**config.mk**
```make
export PLATFORM = sky130hd
export DESIGN_NAME = mbgd_dot_ctrl
export DESIGN_NICKNAME = d
export VERILOG_FILES = /design/src/rtl/mbgd_dot_ctrl.sv
export SDC_FILE = /design/constraint.sdc
export NUM_CORES = 1
export LEC_CHECK = 0
export BUFFER_PORTS_ARGS = -buffer_cell sky130_fd_sc_hd__buf_2
export CORE_AREA = 2 2 168 170
export DETAILED_ROUTE_END_ITERATION = 6
export DIE_AREA = 0 0 170 172
export PLACE_DENSITY = 0.47
export REMOVE_ABC_BUFFERS = 1
export SYNTH_ARGS = -nofsm -noshare
export SYNTH_HDL_FRONTEND = slang
export SYNTH_SLANG_ARGS = --single-unit
```
**constraint.sdc**
```tcl
create_clock -name clk -period 5.7 [get_ports clk]
set_clock_uncertainty 0.2 [all_clocks]
set_input_delay 1.14 -clock clk [delete_from_list [all_inputs] [get_ports clk]]
set_output_delay 1.14 -clock clk [all_outputs]
set_load 0.005 [all_outputs]
```
**src/rtl/mbgd_dot_ctrl.sv**
```systemverilog
// Mini-batch dot-product controller: streams row pairs into an external
// multiplier array. It accumulates the registered lane products and
// returns one accumulated result per job.
//
// Handshakes (both sides use strict valid/ready semantics):
// - A transfer happens on a rising clk edge where valid && ready.
// - A producer holds valid and its data stable until the transfer happens.
// - ready never depends on valid.
// - Input side: in_valid/in_ready carry in_a/in_b.
// - Output side: out_valid/out_ready carry result.
module mbgd_dot_ctrl #(
  parameter int N     = 8,
  parameter int N_bit = 3,
  parameter int DW    = 8,
  parameter int LEN_W = 8,
  parameter int ACC_W = 2*DW + N_bit + LEN_W
) (
  input  logic                clk,
  input  logic                reset,
  input  logic                start,
  input  logic [LEN_W-1:0]    num_rows,
  input  logic                in_valid,
  output logic                in_ready,
  input  logic [DW*N-1:0]     in_a,
  input  logic [DW*N-1:0]     in_b,
  output logic                mul_en,
  output logic [DW*N-1:0]     mul_inp1,
  output logic [DW*N-1:0]     mul_inp2,
  input  logic [2*DW*N-1:0]   dot_products,
  output logic                busy,
  output logic [ACC_W-1:0]    result,
  output logic                out_valid,
  input  logic                out_ready
);

  typedef enum logic [1:0] {
    IDLE  = 2'd0,
    FEED  = 2'd1,
    DRAIN = 2'd2,
    DONE  = 2'd3
  } state_t;

  // state is kept as a named enum so checkers can bind to it directly
  state_t             state;
  state_t             state_next;
  logic [LEN_W-1:0]   rows_left;
  logic               prod_vld;
  logic [ACC_W-1:0]   acc;
  logic [ACC_W-1:0]   lane_sum;
  logic               accept;
  logic               job_start;

  assign accept    = in_valid && in_ready;
  assign job_start = (state == IDLE) && start;

  // Operands go straight to the array; the array registers its own products.
  assign mul_en    = accept;
  assign mul_inp1  = in_a;
  assign mul_inp2  = in_b;
  assign busy      = (state != IDLE);
  assign out_valid = (state == DONE);
  assign result    = acc;

  // Ready only while rows remain to be fed.
  always_comb begin
    in_ready = 1'b0;
    if (state == FEED && rows_left != '0) in_ready = 1'b1;
  end

  // Zero-extended sum of all lane products; ACC_W leaves headroom, so there is no wrap.
  always_comb begin
    lane_sum = '0;
    for (int i = 0; i < N; i++) begin
      lane_sum = lane_sum + ACC_W'(dot_products[i*2*DW +: 2*DW]);
    end
  end

  // Next-state logic; start outside IDLE is simply not looked at.
  always_comb begin
    state_next = state;
    case (state)
      IDLE: begin
        if (start) state_next = (num_rows == '0) ? DONE : FEED;
      end
      FEED: begin
        if (accept && rows_left == LEN_W'(1)) state_next = DRAIN;
      end
      DRAIN: begin
        // one cycle for the final registered product to land in acc
        state_next = DONE;
      end
      DONE: begin
        if (out_ready) state_next = IDLE;
      end
      default: state_next = IDLE;
    endcase
  end

  // State register.
  always_ff @(posedge clk or posedge reset) begin
    if (reset) state <= IDLE;
    else       state <= state_next;
  end

  // Row countdown, loaded when a job is accepted.
  always_ff @(posedge clk or posedge reset) begin
    if (reset)          rows_left <= '0;
    else if (job_start) rows_left <= num_rows;
    else if (accept)    rows_left <= rows_left - LEN_W'(1);
  end

  // Product-valid tracks the array's one-cycle latency.
  always_ff @(posedge clk or posedge reset) begin
    if (reset) prod_vld <= 1'b0;
    else       prod_vld <= mul_en;
  end

  // Accumulator: cleared on job start and advanced only by landed products.
  always_ff @(posedge clk or posedge reset) begin
    if (reset)          acc <= '0;
    else if (job_start) acc <= '0;
    else if (prod_vld)  acc <= acc + lane_sum;
  end

endmodule

```
==> impl_metrics.csv, run 1 <==
group,metric,value,unit
finish,final_cells,1126,
worst_setup_path,critPathKind,"primary input to flop",
place,dp_cells,1118,
yosys,netlist.area_leader.share,0.331,
clock_tree,cts_buffers,5,
floorplanning,core,27500,µm²
yosys,syn_area,6720,µm²
timing,hold_slack,0.354,ns
floorplanning,io_pins,428,
worst_setup_path,r2r_end,"result[14]",
clock_tree,cts_num_sinks,38,
yosys,yosysSeqAreaShare,0.142,
clock_tree,insertion_delay,0.29,ns
yosys,postSynthAreaPerCell,9.18,µm²
clock_tree,cts.clk_slew.worst_paths,0.06,ns
drt,ant_nets,0,
place,hpwl,37100,µm
clock_tree,cts_setup_buffers,0,
yosys,synth_area_leader_cell,"fa_1",
worst_setup_path,required,5.68,ns
worst_setup_path,arrival,5.42,ns
timing,fmax,184,MHz
pwr,max-vdd-ir-drop,0.482,mV
global_routing,grt_antenna_before_repair,0,
finish,utilization,0.263,
timing,worst_pin_slew,1.07,ns
worst_setup_path,end_kind,"flop",
floorplanning,num_rows,61,
drt,num_vias,5030,
global_routing,grt_pass1_vias,5219,
hold_path,hold_path_startpoint,"result[26]",
drt,wl,39500,µm
job,max-cap-violations,0,
global_routing,grt_max_degree,39,
yosys,synth_cell_types,56,
timing,final-hold-violation-count,0,
global_routing,grt_pass1_wl,50300,µm
pwr,powerDensity,823,nW/µm²
global_routing,overflow,0,
clock_tree,clk_path_buf_depth,2,
yosys,synth_most_common_cell,"inv_1",
yosys,ys_async_sr_fraction,1.00,
floorplanning,start_util,0.245,
pwr,fin_total_pwr,5.95,mW
hold_path,hold_path_depth,2,
yosys,ys.flop_type,"dfrtp_1",
timing,grt_setup_unrepaired,"no",
worst_setup_path,timing.rr.start,"result[2]",
worst_setup_path,critPathMaxFanout,3,
finish,nNetsFinal,1192,
timing,period_share,0.954,
drt,vias_per_cell,4.47,
yosys,ys_ff_latch,38,
clock_tree,holdBufCountCts,0,
floorplanning,fp.dieH,172,µm
yosys,synth_edf_count,0,
drt,drt_first_iter_violations,181,
yosys,ys_top_cells_by_count,"inv_1 (175), buf_4 (128), fa_1 (111), dfrtp_1 (38), ha_1 (33)",
clock_tree,root_buffer,"clkbuf_16",
clock_tree,cts_resized,0,
worst_setup_path,rr_worst_depth,15,
pwr,power.leakage,3.82,nW
hold_path,min-delay-path-class,"flop to flop",
finish,drive_gt1_frac,0.260,
drt,dr.pass1.iters,4,
worst_setup_path,crit_path_start_kind,"primary input",
floorplanning,die_w,170,µm
yosys,yosys_warnings,0,
worst_setup_path,r2r_slack,1.00,ns
timing,final-max-slew-violation-count,0,
floorplanning,dieArea,29200,µm²
drt,drc,0,
clock_tree,cts_tree,"built",
global_routing,track_usage,0.272,
yosys,synth_cells,732,
finish,n_antenna_cell,0,
drt,wl_per_cell,35.1,µm
timing,setup_viol,0,
place,io_buffers,171,
place,gp_congestion,0.931,
timing,relSlewSlack,0.290,
finish,syn_to_final_growth,7.50,%
hold_path,whs_endpoint,"result[26]",
yosys,synth_area_leaders,"fa_1 (33%), buf_4 (14%), dfrtp_1 (14%)",
status,status,"complete, no violations",
clock_tree,htree_levels,2,
timing,period_needed,5.44,ns
==> per-layer routing <==
| layer | share of wire | vias up | GRT usage |
|---|---|---|---|
| li1 | - | 2201 | - |
| met1 | 0.19 | 2316 | 0.149 |
| met2 | 0.50 | 445 | 0.496 |
| met3 | 0.26 | 58 | 0.312 |
| met4 | 0.044 | 10 | 0.0944 |
| met5 | 0.010 | - | 0.101 |
==> state kept, by name (all words and copies together) (netlist names) <==
signal	count
prod_vld	1
rows_left	8
result	27
state	2
==> critical path, stage by stage <==
cell      delay (ns)
buf_2           0.07
inv_1           0.05
fa_1            0.53
inv_1           0.06
fa_1            0.52
fa_1            0.56
inv_1           0.06
fa_1            0.47
inv_1           0.07
ha_1            0.17
inv_1           0.06
fa_1            0.39
nand2b_1        0.19
a21oi_2         0.22
o21ai_1         0.15
a211oi_1        0.26
and2b_2         0.25
o211a_1         0.22
==> report_power, final <==
group,internal [mW],leakage [nW],switching [mW]
clock,0.205,0.0836,0.122
sequential,0.375,0.490,0.118
combinational,2.14,3.25,2.99
total,2.72,3.82,3.23
==> cells by family (layout without fill, tap and decap cells) <==
family          count (synthesis)  count (layout)  synth area share
xor+xnor                       17              17            0.0222
fa+ha+maj                     144             144             0.392
mux                            13              13            0.0194
compound gates                 95              95            0.0914
simple gates                  111             111            0.0858
flops                          38              38             0.142
buf+inv                       314             362             0.248
==> how the worst max path moves through the flow <==
stage	start	end	slack (ns)	cells past startpoint
after floorplan	dot_products[2]	result[14]	0.35	17
after detailed placement	dot_products[2]	result[14]	-0.05	18
after global placement	dot_products[2]	result[14]	-0.004	18
after global routing	dot_products[2]	result[14]	0.01	18
final	dot_products[2]	result[14]	0.26	18
after CTS	dot_products[2]	result[14]	0.25	18
==> area by class of cell <==
type / instances / area [µm²]
fill: 3043 / 20300
multi-input combinational: 380 / 4110
sequential: 38 / 951
timing repair buffer: 178 / 908
inverter: 176 / 662
tap: 346 / 433
clock buffer: 5 / 125
clock inverter: 3 / 40.0
==> stage by stage <==
step | TNS (ns) | area, µm² | setup WS [ns]
after floorplan | 0 | 5720 | 0.350
after global placement | -0.00411 | 7060 | -0.00411
after detailed placement | -0.0457 | 7060 | -0.0457
after CTS | 0 | 7220 | 0.249
after global routing | 0 | 7220 | 0.0122
final | 0 | 7220 | 0.259
==> cell usage in the layout, fill, tap and decap left out, drive strengths merged, types with 8 or more instances in the layout <==
cell type	count
inv	175
buf	178
mux2i	13
xor2	8
o21ai	29
fa	111
ha	33
xnor2	9
nor2	32
dfrtp	38
nand2	28
nand3	12
a21oi	29
(Power assumes the default switching activity.)
==> inputs of run 2 (changes only) <==
--- a/config.mk
+++ b/config.mk
@@ -12,3 +12,2 @@
 export PLACE_DENSITY = 0.47
-export REMOVE_ABC_BUFFERS = 1
 export SYNTH_ARGS = -nofsm -noshare
--- a/constraint.sdc
+++ b/constraint.sdc
@@ -4,2 +4,2 @@
 set_output_delay 1.14 -clock clk [all_outputs]
-set_load 0.005 [all_outputs]
+set_load 0.1 [all_outputs]
==> impl_metrics.csv, run 2 (synthesized netlist as in run 1, its figures left out) <==
group,metric,value,unit
status,status,"complete, no violations",
place,io_buffers,171,
job,max-cap-violations,0,
drt,wl,16700,µm
finish,final_area,7220,µm²
drt,drt_first_iter_violations,196,
floorplanning,num_rows,61,
finish,n_antenna_cell,0,
drt,vias_per_cell,4.17,
drt,drc,0,
finish,nNetsFinal,1193,
worst_setup_path,required,5.67,ns
worst_setup_path,critPathMaxFanout,3,
hold_path,hold_path_depth,2,
floorplanning,fp.dieH,172,µm
global_routing,overflow,0,
place,place_area,7070,µm²
worst_setup_path,path_cells,"buf_2 -> inv_1 -> fa_1 -> inv_1 -> fa_1 -> fa_1 -> inv_1 -> fa_1 -> inv_1 -> ha_1 -> inv_1 -> fa_1 -> nand2b_1 -> a21oi_2 -> o21ai_1 -> a211oi_1 -> and2b_2 -> o211a_1",
clock_tree,cts_buffers,5,
worst_setup_path,crit_slowest_cell,"fa_1",
finish,syn_to_final_growth,7.41,%
timing,relSlewSlack,0.310,
yosys,syn-num-nets,1145,
timing,setup_ws,0.274,ns
worst_setup_path,critPathKind,"primary input to flop",
place,hpwl,14700,µm
finish,nFillCells,2965,
timing,grt_setup_unrepaired,"no",
clock_tree,cts_resized,0,
clock_tree,cts_num_sinks,38,
global_routing,grt_pass1_wl,25800,µm
worst_setup_path,cp.depth,18,
drt,num_vias,4694,
finish,drive_gt1_frac,0.261,
drt,wl_per_cell,14.8,µm
clock_tree,cts_tree,"built",
global_routing,grt_antenna_before_repair,1,
timing,hold_slack,0.339,ns
worst_setup_path,cp.buffers_inverters,6,
clock_tree,htree_levels,2,
floorplanning,dieArea,29200,µm²
place,gp_congestion,0.800,
global_routing,track_usage,0.115,
worst_setup_path,arrival,5.40,ns
drt,dr.pass1.iters,4,
worst_setup_path,crit_path_start_kind,"primary input",
finish,mostFrequentLayoutCells,"inv_1 (174), buf_2 (171), fa_1 (111)",
place,dp_cells,1119,
timing,fmax,184,MHz
timing,period_needed,5.43,ns
floorplanning,start_util,0.245,
place,post-place-ws,-0.0156,ns
clock_tree,cts.clk_slew.worst_paths,0.07,ns
drt,ant_nets,0,
worst_setup_path,cpPeakStageDelay,0.56,ns
finish,largest_reg_flops,27,
timing,final-hold-violation-count,0,
timing,setup_viol,0,
global_routing,grt_max_degree,39,
worst_setup_path,crit_family,"adder cells",
worst_setup_path,end_kind,"flop",
hold_path,min-delay-path-class,"flop to flop",
floorplanning,core,27500,µm²
timing,period_share,0.952,
finish,final_cells,1127,
clock_tree,holdBufCountCts,0,
clock_tree,cts_setup_buffers,0,
finish,final_common_cell,"inv_1",
worst_setup_path,rr_worst_depth,15,
timing,worst_pin_slew,1.03,ns
timing,final-max-slew-violation-count,0,
clock_tree,insertion_delay,0.29,ns
global_routing,grt_pass1_vias,4833,
clock_tree,root_buffer,"clkbuf_16",
floorplanning,io_pins,428,
clock_tree,clk_path_buf_depth,2,
floorplanning,die_w,170,µm
[run 2: cell types whose count changed in the layout (fill, tap and decap cells not counted)]
cell	previous run	this run
buf_4	7	8
bufinv_16	1	0
clkbuf_8	0	1
clkinv_1	0	1
clkinv_2	3	2
clkinvlp_4	0	1
inv_1	175	174
[run 2: final cells by class]
cell class              count  area, µm²  area share
multi-input cells         380       4110       0.569
flip-flops and latches     38        951       0.132
repair buffers            179        916       0.127
inverters                 176        662      0.0917
well taps                 346        433      0.0600
clock buffers               6        139      0.0192
clock inverters             2       12.5     0.00173
[run 2: final timing paths]
path | end | startpoint | slack, ns
max | result[14] | dot_products[2] | 0.27
min | result[26] | result[26] | 0.34
max reg2reg | result[14] | result[2] | 1.04
min reg2reg | result[26] | result[26] | 0.34
max in group asynchronous | result[14] | reset | 4.14
min in group asynchronous | result[26] | reset | 0.78
[run 2: worst min-delay path, cell delays in order, from the launching register on]
cell and delay, ns:
dfrtp_1 0.38, nand2_1 0.06, mux2i_1 0.06
[run 2: metrics by stage]
step	TNS [ns]	utilization
detailed placement	-0.0156	0.257
CTS	0	0.263
finish	0	0.263
floorplan	0	-
global placement	0	0.257
global route	0	0.263
[run 2: layer usage]
layer  track usage  wire length [µm]  vias up  share of wire
li1              -                 -     2203              -
met1         0.149              7120     2258           0.43
met2         0.190              7880      209           0.47
met3        0.0380              1470       24          0.088
met4        0.0175               215        0          0.013
met5             0                 0        -              0
Power of run 2 is not shown: default switching activity piles up to over one toggle a cycle in this logic, so the estimate is an artifact.
==> inputs of run 3 (changes only) <==
ABC_AREA = 1   (was not set)
CORE_AREA = 2 2 167 169   (was 2 2 168 170)
DIE_AREA = 0 0 169 171   (was 0 0 170 172)
PLACE_DENSITY = 0.49   (was 0.47)
==> impl_metrics.csv, run 3 <==
group,metric,value,unit
yosys,ys_top_cells_by_count,"inv_1 (223), nand2_1 (169), buf_4 (129), fa_1 (111), nor2_1 (48)",
floorplanning,dieArea,28900,µm²
yosys,syn-num-nets,1302,
finish,largest_reg_flops,27,
finish,final_common_cell,"inv_1",
drt,num_vias,5144,
finish,nNetsFinal,1349,
timing,setup_viol,0,
drt,ant_nets,0,
floorplanning,die_w,169,µm
floorplanning,start_util,0.258,
yosys,postSynthAreaPerCell,7.93,µm²
finish,multiInputGateArea,4260,µm²
finish,drive_gt1_frac,0.233,
hold_path,min-delay-path-class,"flop to flop",
drt,wl,15500,µm
yosys,ys_async_sr_fraction,1.00,
global_routing,grt_max_degree,39,
timing,hold_slack,0.311,ns
clock_tree,cts_buffers,5,
timing,grt_setup_unrepaired,"no",
global_routing,overflow,0,
finish,syn_to_final_growth,6.66,%
timing,period_share,0.876,
timing,final-max-slew-violation-count,0,
drt,vias_per_cell,4.01,
yosys,yosysSeqAreaShare,0.135,
yosys,synth_most_common_cell,"inv_1",
drt,drc,0,
clock_tree,htree_levels,2,
global_routing,track_usage,0.114,
clock_tree,cts_setup_buffers,0,
finish,mostFrequentLayoutCells,"inv_1 (223), buf_2 (171), nand2_1 (169)",
clock_tree,cts_num_sinks,38,
clock_tree,clk_path_buf_depth,2,
status,status,"complete, no violations",
yosys,synth_area_leaders,"fa_1 (32%), buf_4 (14%), dfrtp_1 (13%)",
drt,dr.pass1.iters,5,
clock_tree,cts_resized,0,
timing,period_needed,4.99,ns
worst_setup_path,critPathKind,"primary input to flop",
job,max-cap-violations,0,
yosys,synth_edf_count,0,
worst_setup_path,crit_path_start_kind,"primary input",
timing,relSlewSlack,0.629,
worst_setup_path,required,5.68,ns
timing,final-hold-violation-count,0,
finish,nFillCells,3008,
yosys,synth_area_leader_cell,"fa_1",
floorplanning,num_rows,61,
place,hpwl,13600,µm
clock_tree,insertion_delay,0.29,ns
worst_setup_path,r2r_slack,1.44,ns
worst_setup_path,arrival,4.97,ns
floorplanning,fp.dieH,171,µm
global_routing,grt_antenna_before_repair,0,
worst_setup_path,critPathMaxFanout,4,
drt,drt_first_iter_violations,149,
timing,fin_setup_tns,0,ns
global_routing,grt_pass1_wl,26400,µm
yosys,synth_cells,889,
timing,fmax,200,MHz
worst_setup_path,end_kind,"flop",
finish,n_antenna_cell,0,
yosys,yosys_warnings,0,
floorplanning,core,27300,µm²
yosys,ys.flop_type,"dfrtp_1",
yosys,syn_area,7050,µm²
timing,worst_pin_slew,0.556,ns
global_routing,grt_pass1_vias,5426,
finish,seq_area,951,µm²
clock_tree,holdBufCountCts,0,
yosys,netlist.area_leader.share,0.315,
clock_tree,cts.clk_slew.worst_paths,0.07,ns
clock_tree,root_buffer,"clkbuf_16",
yosys,synth_cell_types,34,
drt,wl_per_cell,12.1,µm
place,gp_congestion,0.833,
place,io_buffers,171,
yosys,ys_ff_latch,38,
floorplanning,io_pins,428,
clock_tree,cts_tree,"built",
run 3: path summary, 6_finish.rpt:
path | endpoint | depth (start not counted) | start
max | result[14] | 22 | dot_products[2]
min | rows_left[5] | 2 | rows_left[5]
max reg2reg | result[15] | 15 | result[14]
min reg2reg | rows_left[5] | 2 | rows_left[5]
max in group asynchronous | result[23] | 3 | reset
min in group asynchronous | state[1] | 3 | reset
run 3: logic make-up after synthesis:
group / count (synthesis) / share of synthesized area
buf+inv: 360 / 0.261
simple gates: 286 / 0.179
fa+ha+maj: 144 / 0.374
compound gates: 56 / 0.0458
flops: 38 / 0.135
xor+xnor: 5 / 0.00621
run 3: area by class of cell:
cell class,instances,area share
Clock buffer,7,0.0190
Clock inverter,1,0.000666
Inverter,226,0.113
Sequential cell,38,0.126
Tap cell,346,0.0576
Multi-Input combinational cell,491,0.567
Timing Repair Buffer,174,0.117
run 3: critical path, cell delays in order:
cell and delay, ns:
buf_2 0.07, inv_1 0.04, fa_1 0.54, inv_1 0.06
fa_1 0.50, fa_1 0.56, inv_1 0.06, fa_1 0.46
inv_1 0.06, ha_1 0.20, inv_1 0.07, fa_1 0.37
inv_1 0.11, nand3_1 0.10, nand3_2 0.12, nand2_1 0.06
nand2_1 0.13, nand2_1 0.07, nand2_1 0.08, nand2_1 0.05
nand2_1 0.06, o21ai_1 0.05
run 3: per-stage QoR:
step | util | cell area, µm² | instances | setup slack [ns]
after global placement | 0.270 | 7370 | 1275 | 0.372
after floorplan | - | 7050 | 889 | 0.790
after detailed placement | 0.270 | 7370 | 1275 | 0.395
after global routing | 0.275 | 7520 | 1283 | 0.403
final | 0.275 | 7520 | 1283 | 0.710
after CTS | 0.275 | 7520 | 1283 | 0.680
run 3: metal layers:
layer  vias up  track usage  wire length (µm)
met5         -            0                 0
li1       2563            -                 -
met4         0       0.0245               201
met1      2380        0.143              6870
met2       186        0.197              7350
met3        15       0.0326              1120
Power of run 3 is left out for the same reason.
